### config.mk
export PLATFORM = sky130hd
export DESIGN_NAME = seq_detect_1101
export DESIGN_NICKNAME = d
export VERILOG_FILES = /design/src/rtl/seq_detect_1101.sv
export SDC_FILE = /design/constraint.sdc
export NUM_CORES = 1
export LEC_CHECK = 0
export ABC_AREA = 1
export CAP_MARGIN = 5
export CORE_UTILIZATION = 38
export CTS_CLUSTER_DIAMETER = 40
export DETAILED_ROUTE_END_ITERATION = 8
export PLACE_DENSITY = 0.73
export RECOVER_POWER = 50
export SLEW_MARGIN = 40
export SYNTH_ARGS = -nofsm -noshare
export SYNTH_HDL_FRONTEND = slang
export SYNTH_SLANG_ARGS = --single-unit
export TNS_END_PERCENT = 1
### constraint.sdc
create_clock -name clk_i -period 1.7 [get_ports clk_i]
set_input_delay 0.34 -clock clk_i [delete_from_list [all_inputs] [get_ports clk_i]]
set_output_delay 0.34 -clock clk_i [all_outputs]
set_load 0.05 [all_outputs]
### src/rtl/seq_detect_1101.sv
// Serial 1101 pattern detector with overlap, registered match pulse and
// a saturating match counter. Only bits qualified by bit_vld_i advance the FSM.
module seq_detect_1101 #(
   parameter int CNT_W = 8
) (
   input  logic             clk_i,
   input  logic             rst_n_i,
   input  logic             bit_i,
   input  logic             bit_vld_i,
   input  logic             clr_i,
   output logic             match_o,
   output logic [CNT_W-1:0] match_cnt_o,
   output logic [2:0]       state_o
);

   typedef enum logic [2:0] {
      IDLE  = 3'd0,
      S1    = 3'd1,
      S11   = 3'd2,
      S110  = 3'd3,
      S1101 = 3'd4
   } state_t;

   localparam logic [CNT_W-1:0] CNT_MAX = {CNT_W{1'b1}};

   state_t state_q;
   state_t state_d;
   logic   match_d;

   // State register
   always_ff @(posedge clk_i or negedge rst_n_i) begin
      if (!rst_n_i) state_q <= IDLE;
      else          state_q <= state_d;
   end

   // Next state: clear wins, unused codes recover to IDLE, otherwise advance on valid bits
   always_comb begin
      state_d = state_q;
      if (clr_i) begin
         state_d = IDLE;
      end else begin
         case (state_q)
            IDLE:    if (bit_vld_i) state_d = bit_i ? S1    : IDLE;
            S1:      if (bit_vld_i) state_d = bit_i ? S11   : IDLE;
            S11:     if (bit_vld_i) state_d = bit_i ? S11   : S110;
            S110:    if (bit_vld_i) state_d = bit_i ? S1101 : IDLE;
            S1101:   if (bit_vld_i) state_d = bit_i ? S11   : IDLE;
            default: state_d = IDLE;
         endcase
      end
   end

   // Outputs: a match is a valid bit landing in S1101; state is exposed for debug
   always_comb begin
      match_d = bit_vld_i && !clr_i && (state_d == S1101);
      state_o = state_q;
   end

   // Registered pulse and saturating counter, both updated on the consuming edge
   always_ff @(posedge clk_i or negedge rst_n_i) begin
      if (!rst_n_i) begin
         match_o     <= 1'b0;
         match_cnt_o <= '0;
      end else if (clr_i) begin
         match_o     <= 1'b0;
         match_cnt_o <= '0;
      end else begin
         match_o <= match_d;
         if (match_d && (match_cnt_o != CNT_MAX))
            match_cnt_o <= match_cnt_o + 1'b1;
      end
   end

endmodule
-- Yosys cells after proc, flatten, opt, wreduce, memory -nomap -nowiden
Cells that the tools add are included.
- multiplexer cells: 13
- reduce and logical (&&, ||, !) cells: 7
- equal/unequal tests: 6
- add/subtract/negate cells: 1
- operators with widths (cell ; number):
    3-bit two-way mux ; 6
    8-bit two-way mux ; 2
    3-bit case mux with 4 select lines ; 1
    8-bit by 1-bit adder with 8-bit output (second input constant) ; 1
    8-bit inequality test (second input constant) ; 1
    3-bit by 2-bit == test with 1-bit output (second input constant) ; 2
    3-bit == test (second input constant) ; 2
    3-bit by 1-bit == test with 1-bit output (second input constant) ; 1
    1-bit logical AND ; 3
    3-bit logical NOT ; 1
    1-bit two-way mux ; 3
    2-bit two-way mux ; 1
    2-bit nonzero test ; 1
    2-bit OR reduction ; 1
    1-bit logical NOT ; 1
- word-level logic and storage cells: 30
- output and inout port bits: 12
- input port bits: 5
- register bits after elaboration: 12

-- Longest topological paths before layout
- depth after elaboration: 9
- gate-level depth with buffers: 9
- gate-level depth less buffers: 9

-- Least setup slack after synthesis
No wires, ideal clock.
- kind: flip-flop to flip-flop
- start point: reg match_cnt_o[0]
- end point: reg match_cnt_o[0]
- clock period less this slack: 1667 ps
- slack: 33 ps
- stages on the path, launching flop included: 9
- buffers on the path: 0
- required time: 1581 ps
- data arrival time: 1548 ps
- setup time: 119 ps
- cell sequence: dfrtp_1 > ha_1 > nand3_1 > inv_1 > nand2_1 > nand4_4 > nand2_4 > nand2_1 > nand2_1
- word-level cells in the longest chain between the ends: 3
- elaborated cells on any way between the ends: 6
- those cells by class: 1 x add/sub; 1 x eq/ne; 2 x mux; 2 x reduce/logical
- ends and longest elaborated chain (element ; RTL line ; text):
    start: declaration ; 12 ; output logic [CNT_W-1:0] match_cnt_o,
    start signal: assignment ; 70 ; match_cnt_o <= match_cnt_o + 1'b1;
    8-bit by 1-bit adder with 8-bit output or 8-bit inequality test (tied branches) ; 70, 69 ;
    8-bit two-way mux or 1-bit logical AND (tied branches) ; 69 ; if (match_d && (match_cnt_o != CNT_MAX))
    8-bit two-way mux or 2-bit nonzero test (tied branches) ; - ;
Parallel ways exist; a longest one is shown, timed or not. The select of a mux whose other input is x is not followed.
A chain may end at the register's enable or synchronous reset.

-- Final worst setup path
- start point: reg match_cnt_o[0]
- end point: reg match_cnt_o[4]
Same word-level chain as after synthesis.

==> reports/metrics.csv <==
metric,value,unit
P&R area growth vs syn,28.4,%
minimum clock period,1.54,ns
Antenna Violating Nets Remaining,0,
outcome,"complete, no violations",
slew margin rel.,0.607,
CP Data Arrival Time,1.75,ns
Setup TNS Final,0,ns
Startpoint Class,flop,
core area,1780,um^2
H-tree Lvls,1,
Worst VDD drop,0.285,mV
die area,2150,um^2
gr usage total,0.186,
Initial Util,0.420,
Die W,46.4,um
XOR/XNOR share of the synthesized area,0.0351,
slew at the pin with the worst max-slew slack,0.593,ns
Clock transition at path regs,0.08,ns
Antenna diodes,0,
vias per cell,4.89,
Min-Delay Path Class,input port to async pin,
share of post-route cells with drive strength above 1,0.153,
Adder-Cell Fraction of Synth Area,0.0167,
Setup-failing EPs final,0,
Pwr Density,597,nW/um^2
"Hold Vio Cnt, Final",0,
Final Slew Violations,0,
First-pass DRT Iterations,4,
Max Fanout on Critical Path,9,
vias in the first global route,637,
r2r worst-path depth,8,
row cnt,15,
"EDFF count, synth",0,
Crit Path Class,flop to flop,
Die Y-Extent,46.4,um
Worst R2R End,match_cnt_o[4],
Yosys top cell area share,0.401,
post-synthesis sequential area ratio,0.401,
WL per Instance,11.5,um
library cells used by synthesis,23,
initial DRC count,14,
ranking of synthesized cells by area,"dfrtp_1 40%, nand2_1 18%, nand3_1 8.0%",
CTS tree,built,
Detail Placement HPWL,1.30,mm
Synth Area in Compound Gates,0.0584,
Worst Path Required,1.91,ns
clock buffer depth,2,
DRT Wirelength,1.71,mm
pre-CTS WS,0.0399,ns
number of remaining DRC errors,0,
main combinational cell family by area after synthesis,simple AND/OR/NAND/NOR gates,
global route overflow,0,
number of port buffers,16,
Netlist Area Pre-Place,749,um^2
Synth Area in Simple Gates,0.409,
PnR worst setup slack,0.162,ns
portion of netlist area occupied by mux cells,0,
Post-synth top flop,dfrtp_1,
"flops & latches, synth",12,
crit end category,flop,
Post-CTS Setup Inserts,0,
nets@finish,132,
PostCTS Resize Cnt,0,
leakage power,0.505,nW
RSZ-0062 raised after global routing,false,
post-synth top area cell,dfrtp_1,
antenna violations before repair,0,
most frequent cell after synthesis,nand2_1,
clk_lat worst skew,0.28,ns
top post-synthesis cells by count,"36 x nand2_1, 14 x nor2_1, 12 x dfrtp_1, 12 x nand3_1, 10 x inv_1",
I/O Pins,17,
Root Buffer Master,clkbuf_4,
syn_nets,110,
first-pass GRT wire length,2.78,mm
maxcap violations,0,
CTS sink cnt,12,
Worst R2R Start,match_cnt_o[0],
Async SR Flop Fraction,1.00,
RD Place Congestion,0.850,
TritonCTS Buffers,3,
via total after detailed routing,729,
largest net degree at the start of global routing,13,
yosys warns,0,
Post-CTS Hold Fix Bufs,0,
clk_skew,0.00946,ns
slack of the worst reg-to-reg path,0.16,ns
post-synthesis cell count,104,
maximum clock frequency,650,MHz
mean post-synth cell area,7.21,um^2
Tcrit/Tclk final,0.905,
## layer usage
metal | wire length (um) | GRT usage
met1 | 835 | 0.261
met2 | 764 | 0.269
met3 | 79 | 0.0353
met4 | 31 | 0.0882
met5 | 0 | 0
## registers in the layout, indices dropped and copies added, names as in the netlist
| register | cells |
|---|---|
| match_o | 1 |
| state_o | 3 |
| match_cnt_o | 8 |
## critical path: stages, from the launching register on
cell and delay, ns:
dfrtp_1 0.43, ha_1 0.26, nand3_1 0.15, inv_1 0.05
nand2_1 0.14, nand4_4 0.19, nand2_4 0.14, nand2_1 0.06
nand2_1 0.06
## power breakdown
| group | internal, W | switching, W | total (W) |
|---|---|---|---|
| Clock | 0.0000822 | 0.000100 | 0.000183 |
| Combinational | 0.0000344 | 0.0000563 | 0.0000907 |
| Sequential | 0.000291 | 0.0000104 | 0.000301 |
| Total | 0.000408 | 0.000167 | 0.000575 |
## final cells by class
class                      count  area [um^2]
inverter                      11         41.3
clock buffer                   3         22.5
sequential                    12          300
timing repair buffer          19          180
multi-input combinational     79          387
tap                           25         31.3
fill                         158          821
## cell usage in the layout, fill, tap and decap left out, types with 3 or more instances in the layout
cell type        count
buf_12               3
buf_4                9
nand3_1             12
clkbuf_4             3
nor2_1              14
clkdlybuf4s50_1      3
dfrtp_1             12
nand2_1             37
inv_1               10
## stage by stage
step	power [W]	cell area [um^2]	hold slack (ns)	util	cells
3_5_place_dp	0.000398	952	0.569	0.534	146
6_report	0.000575	962	0.476	0.540	149
5_1_grt	0.000603	962	0.507	0.540	149
2_1_floorplan	0.000358	749	0.0444	-	104
3_3_place_gp	0.000397	952	0.572	0.534	146
4_1_cts	0.000577	975	0.429	0.547	149
## how the worst max path moves through the flow
stage | from | endpoint | slack, ns | depth (start not counted)
floorplan | match_cnt_o[0] | match_cnt_o[0] | 0.03 | 8
finish | match_cnt_o[0] | match_cnt_o[4] | 0.16 | 8
global route | match_cnt_o[0] | match_cnt_o[5] | 0.02 | 8
detailed placement | bit_vld_i | match_cnt_o[5] | 0.04 | 9
CTS | match_cnt_o[0] | match_cnt_o[5] | 0.17 | 8
global placement | bit_vld_i | match_cnt_o[4] | 0.09 | 9
## logic make-up after synthesis
logic type,after synthesis
adder cells (fa/ha/maj),1
buffers and inverters,13
flip-flops,12
XOR/XNOR,3
AO/OA/AOI/OAI,7
AND/OR/NAND/NOR,68
Note: power is estimated with default switching activity, not from simulation.
==> RTL change 1, RTL diff (same settings) <==
Register the output `match_cnt_o` once more; this adds one clock of latency there. The other outputs are not delayed to match.
--- a/src/rtl/seq_detect_1101.sv
+++ b/src/rtl/seq_detect_1101.sv
@@ -22,6 +22,8 @@
    } state_t;
 
    localparam logic [CNT_W-1:0] CNT_MAX = {CNT_W{1'b1}};
+
+   logic [CNT_W-1:0] match_cnt_s0;
 
    state_t state_q;
    state_t state_d;
@@ -60,15 +62,19 @@
    always_ff @(posedge clk_i or negedge rst_n_i) begin
       if (!rst_n_i) begin
          match_o     <= 1'b0;
-         match_cnt_o <= '0;
+         match_cnt_s0 <= '0;
       end else if (clr_i) begin
          match_o     <= 1'b0;
-         match_cnt_o <= '0;
+         match_cnt_s0 <= '0;
       end else begin
          match_o <= match_d;
-         if (match_d && (match_cnt_o != CNT_MAX))
-            match_cnt_o <= match_cnt_o + 1'b1;
+         if (match_d && (match_cnt_s0 != CNT_MAX))
+            match_cnt_s0 <= match_cnt_s0 + 1'b1;
       end
    end
 
+   always_ff @(posedge clk_i) begin
+      match_cnt_o <= match_cnt_s0;
+   end
+
 endmodule
Check against the original RTL: not equivalent (a bounded check fails within 10 cycles, from zero or initial values and one cycle with rst_n_i low).
==> RTL change 1 against the original RTL <==
  * Clock power rose by 51%
  * Core utilization fell by 3.5 points
  * Routed wire length rose by 6.3%
  * Sequential cell count rose by 8
  * Global-route usage fell by 2.3 points
  * Area after synthesis rose by 21%
  * Total power rose by 50%
  * First-iteration DRC count rose by 86%
  * Cell area rose by 17%
  * Setup slack improved by 0.018 ns
  * Fmax rose by 1.2%
  * Largest cell class is now registers
==> RTL change 1: results (changes against the original RTL) <==
Yosys warnings: 0 (unchanged)
Clock slew at reported path FFs: 0.11 ns (was 0.08 ns)
Final HPWL DP: 1350 um (was 1300 um)
Resized cells post-CTS: 0 (unchanged)
PortBufs: 16 (unchanged)
Post-Syn Nets: 118 (was 110)
Initial DRC Count: 26 (was 14)
LEAKAGE: 0.000577 uW (was 0.000505 uW)
Hold WC Path Type: input pin to asynchronous set/reset pin (unchanged)
Run status: finished clean (unchanged)
Top FF cell, synth: dfrtp_1 (unchanged)
DRT Pass-1 Iters: 5 (was 4)
Largest net degree at the start of global routing: 12 (was 13)
Relative slew slack: 0.609 (was 0.607)
Fraction of registers with async set/reset: 0.600 (was 1.00)
Drt total wl: 1820 um (was 1710 um)
Worst-path fanout max: 9 (unchanged)
Total GRT Usage: 0.162 (was 0.186)
Vias in the first global route: 700 (was 637)
Reg2Reg Depth: 8 (unchanged)
TritonCTS buffer count: 3 (unchanged)
First-pass GRT wire length: 3110 um (was 2780 um)
Cell variety after synth: 24 (was 23)
Commonest cells post-synth: nand2_1, nor2_1, dfrtp_1, nand3_1, inv_1 (unchanged)
Worst VDD drop: 0.000639 V (was 0.000285 V)
Register area share after synthesis: 0.506 (was 0.401)
Antenna cells: 0 (unchanged)
Clk root buf: clkbuf_4 (unchanged)
Main area contributors after synthesis: dfrtp_1, dfxtp_1, nand2_1 (was dfrtp_1, nand2_1, nand3_1)
Antenna violations before repair: 0 (unchanged)
Share of cells above drive strength 1: 0.164 (was 0.153)
Detailed-route via count: 799 (was 729)
Post-CTS Repair Setup Buffers: 0 (unchanged)
Setup Skew: 0.00297 ns (was 0.00946 ns)
Crit path arrival time: 1.77 ns (was 1.75 ns)
H-Tree Depth: 1 (unchanged)
Skew-Pair Late Insertion Delay: 0.30 ns (was 0.28 ns)
CTS Buffer Depth: 2 (unchanged)
Fillers: 216 (was 158)
Gp weighted congestion: 0.935 (was 0.850)
Post-layout nets: 141 (was 132)
## RTL change 1: cell count changes after synthesis, sizes merged
| cell | unedited run | this run |
|---|---|---|
| dfxtp | 0 | 8 |
## RTL change 1: critical path, stage by stage (launching register included)
cell	delay, ns
dfrtp_1	0.45
ha_1	0.27
nand3_1	0.14
inv_1	0.05
nand2_1	0.12
nand4_4	0.18
nand2_4	0.14
nand2_1	0.06
nand2_1	0.06
## RTL change 1: cells by family after synthesis
family,share of synthesized area
AO/OA/AOI/OAI,0.0482
XOR/XNOR,0.0289
adder cells (fa/ha/maj),0.0138
buffers and inverters,0.0660
flip-flops,0.506
AND/OR/NAND/NOR,0.337
## RTL change 1: cell type report
| type | count | share of cell area |
|---|---|---|
| repair buffers | 20 | 0.147 |
| clock buffers | 4 | 0.0322 |
| multi-input cells | 79 | 0.345 |
| well taps | 28 | 0.0311 |
| flip-flops and latches | 20 | 0.408 |
| inverters | 11 | 0.0366 |
## RTL change 1: routing by layer
layer / up-vias / track usage / share of wire
met4: 0 / 0.0694 / 0.016
met1: 368 / 0.223 / 0.46
met2: 28 / 0.250 / 0.47
met5: - / 0 / 0
li1: 399 / - / -
met3: 4 / 0.0268 / 0.051
## RTL change 1: stage by stage
step                      cells  instance area (um^2)  hold WS, ns  utilization  worst slack, ns
after global routing        162                  1130        0.362        0.505           0.0366
after global placement      158                  1100        0.434        0.492            0.134
after detailed placement    158                  1100        0.421        0.492            0.110
final                       162                  1130        0.354        0.505            0.180
after CTS                   162                  1130        0.288        0.508            0.168
after floorplan             112                   910       0.0444            -            0.268
## RTL change 1: power breakdown
| group | switching [uW] | internal (uW) | total (uW) | leakage [uW] |
|---|---|---|---|---|
| Clock | 145 | 131 | 276 | 0.0000210 |
| Sequential | 11.2 | 481 | 493 | 0.000230 |
| Combinational | 58.2 | 35.5 | 93.6 | 0.000326 |
| Total | 215 | 648 | 862 | 0.000577 |
## RTL change 1: final timing paths
| path | from | to | slack [ns] |
|---|---|---|---|
| worst max-delay path | match_cnt_s0[0]$_DFFE_PN0P_ | match_cnt_s0[4]$_DFFE_PN0P_ | 0.18 |
| worst min-delay path | rst_n_i | match_cnt_s0[4]$_DFFE_PN0P_ | 0.35 |
| worst max register to register | match_cnt_s0[0]$_DFFE_PN0P_ | match_cnt_s0[4]$_DFFE_PN0P_ | 0.18 |
| worst min register to register | match_cnt_s0[1]$_DFFE_PN0P_ | match_cnt_o[1]$_DFF_P_ | 0.46 |
| max in group asynchronous | rst_n_i | match_cnt_s0[1]$_DFFE_PN0P_ | 0.73 |
| min in group clk_i | match_cnt_s0[1]$_DFFE_PN0P_ | match_cnt_o[1]$_DFF_P_ | 0.46 |
==> RTL change 2, RTL diff (config.mk and constraints unchanged) <==
Without the edit above. The parameter `CNT_W` goes from 8 to 9.
--- a/src/rtl/seq_detect_1101.sv
+++ b/src/rtl/seq_detect_1101.sv
@@ -1,7 +1,7 @@
 // Serial 1101 pattern detector with overlap, registered match pulse and
 // a saturating match counter. Only bits qualified by bit_vld_i advance the FSM.
 module seq_detect_1101 #(
-   parameter int CNT_W = 8
+   parameter int CNT_W = 9
 ) (
    input  logic             clk_i,
    input  logic             rst_n_i,
Interface: changed (resized match_cnt_o); port bits go from 17 to 18. The function was not compared with the original's and may differ.
==> RTL change 2 against the original RTL <==
  * Setup slack worse by 0.11 ns
  * Cell count is 13% higher
  * Sequential share of layout area down 2.9 points
  * Cell area increased by 22%
  * Sequential cell count increased by 1
  * Area after synthesis increased by 9.8%
  * Routed wire length up 22%
  * Total power increased by 8.8%
  * Largest cell class unchanged
  * Largest power group unchanged
==> RTL change 2: results (changes against the original RTL) <==
Run status: finished clean (unchanged)
Slew at the pin closest to its max-slew limit: 0.731 ns (was 0.593 ns)
CTS Buffer Depth: 2 (unchanged)
PortBufs: 17 (was 16)
Crit path arrival time: 1.81 ns (was 1.75 ns)
Main area contributors after synthesis: dfrtp_1, nand2_1, nand3_1 (unchanged)
DRT Pass-1 Iters: 4 (unchanged)
Post-layout nets: 149 (was 132)
Max Cap Viol: 0 (unchanged)
Yosys warnings: 0 (unchanged)
Initial DRC Count: 24 (was 14)
Routed len/inst: 12.4 um (was 11.5 um)
Largest net degree at the start of global routing: 14 (was 13)
First-pass GRT wire length: 3570 um (was 2780 um)
Hold WC Path Type: register to register (was input pin to asynchronous set/reset pin)
Register area share after synthesis: 0.395 (was 0.401)
Clock slew at reported path FFs: 0.08 ns (about the same)
DP Area: 1110 um^2 (was 952 um^2)
TritonCTS buffer count: 3 (unchanged)
LEAKAGE: 0.000562 uW (was 0.000505 uW)
Worst VDD drop: 0.000439 V (was 0.000285 V)
Max reg flops: 9 (was 8)
Setup Skew: 0.00150 ns (was 0.00946 ns)
Total GRT Usage: 0.197 (was 0.186)
Post-Syn Nets: 117 (was 110)
Vias in the first global route: 779 (was 637)
Commonest cells post-synth: nand2_1, dfrtp_1, nand3_1, nor2_1, inv_1 (was nand2_1, nor2_1, dfrtp_1, nand3_1, inv_1)
CTS Hold Bufs: 0 (unchanged)
Clk root buf: clkbuf_4 (unchanged)
Cell variety after synth: 28 (was 23)
Share of cells above drive strength 1: 0.369 (was 0.153)
Gp weighted congestion: 0.896 (was 0.850)
Worst-path fanout max: 7 (was 9)
Final HPWL DP: 1450 um (was 1300 um)
Detailed-route via count: 857 (was 729)
[RTL change 2: kinds of logic after synthesis]
logic type / after synthesis / share of synthesized area
xor+xnor: 2 / 0.0213
compound gates: 8 / 0.0608
buf+inv: 16 / 0.0897
simple gates: 69 / 0.403
flops: 13 / 0.395
fa+ha+maj: 2 / 0.0304
[RTL change 2: final cells by class]
cell class,instances,area (um^2)
fillers,201,831
multi-input cells,82,470
flip-flops and latches,13,332
repair buffers,29,258
inverters,13,51.3
well taps,27,33.8
clock buffers,4,26.3
[RTL change 2: metrics by stage]
stage	TNS (ns)	cells	worst slack [ns]	utilization
2_1_floorplan	-0.898	110	-0.119	-
3_3_place_gp	0	161	0.0609	0.556
3_5_place_dp	0	161	0.0119	0.556
4_1_cts	0	166	0.0113	0.575
5_1_grt	-0.362	168	-0.0555	0.585
6_report	0	168	0.0568	0.585
[RTL change 2: timing repair]
action | 4_1_cts | 5_1_grt
resized for setup | 0 | 7
cloned | 1 | 0
endpoints found under the setup margin | 4 | 9
pin swaps | 0 | 5
setup buffers | 0 | 2
[RTL change 2: critical path, cell delays in order (launching register included)]
cell     delay [ns]
dfrtp_2        0.39
ha_4           0.14
nand3_2        0.07
nor3b_2        0.19
inv_1          0.06
nor2_1         0.12
ha_2           0.20
inv_4          0.05
nand4_4        0.09
nand2_4        0.10
nand2_1        0.07
nand2_1        0.04
[RTL change 2: worst paths after layout]
check	end	depth (start not counted)	start	slack [ns]
worst max-delay path	match_cnt_o[4]$_DFFE_PN0P_	11	match_cnt_o[0]$_DFFE_PN0P_	0.06
worst min-delay path	match_cnt_o[8]$_DFFE_PN0P_	2	match_cnt_o[8]$_DFFE_PN0P_	0.57
worst max register to register	match_cnt_o[4]$_DFFE_PN0P_	11	match_cnt_o[0]$_DFFE_PN0P_	0.06
worst min register to register	match_cnt_o[8]$_DFFE_PN0P_	2	match_cnt_o[8]$_DFFE_PN0P_	0.57
max in group asynchronous	match_cnt_o[4]$_DFFE_PN0P_	2	rst_n_i	0.56
min in group asynchronous	match_cnt_o[3]$_DFFE_PN0P_	2	rst_n_i	0.63
[RTL change 2: power breakdown]
part           switching [uW]  total [uW]  internal (uW)
combinational            67.2         112           44.6
sequential               11.1         326            315
clock                    96.5         187           90.8
total                     175         625            451
[RTL change 2: routing by layer]
metal	track usage	wire, um	up-vias
li1	-	-	423
met1	0.257	913	401
met2	0.315	1050	29
met3	0.0440	106	4
met4	0.0784	16	0
met5	0	0	-
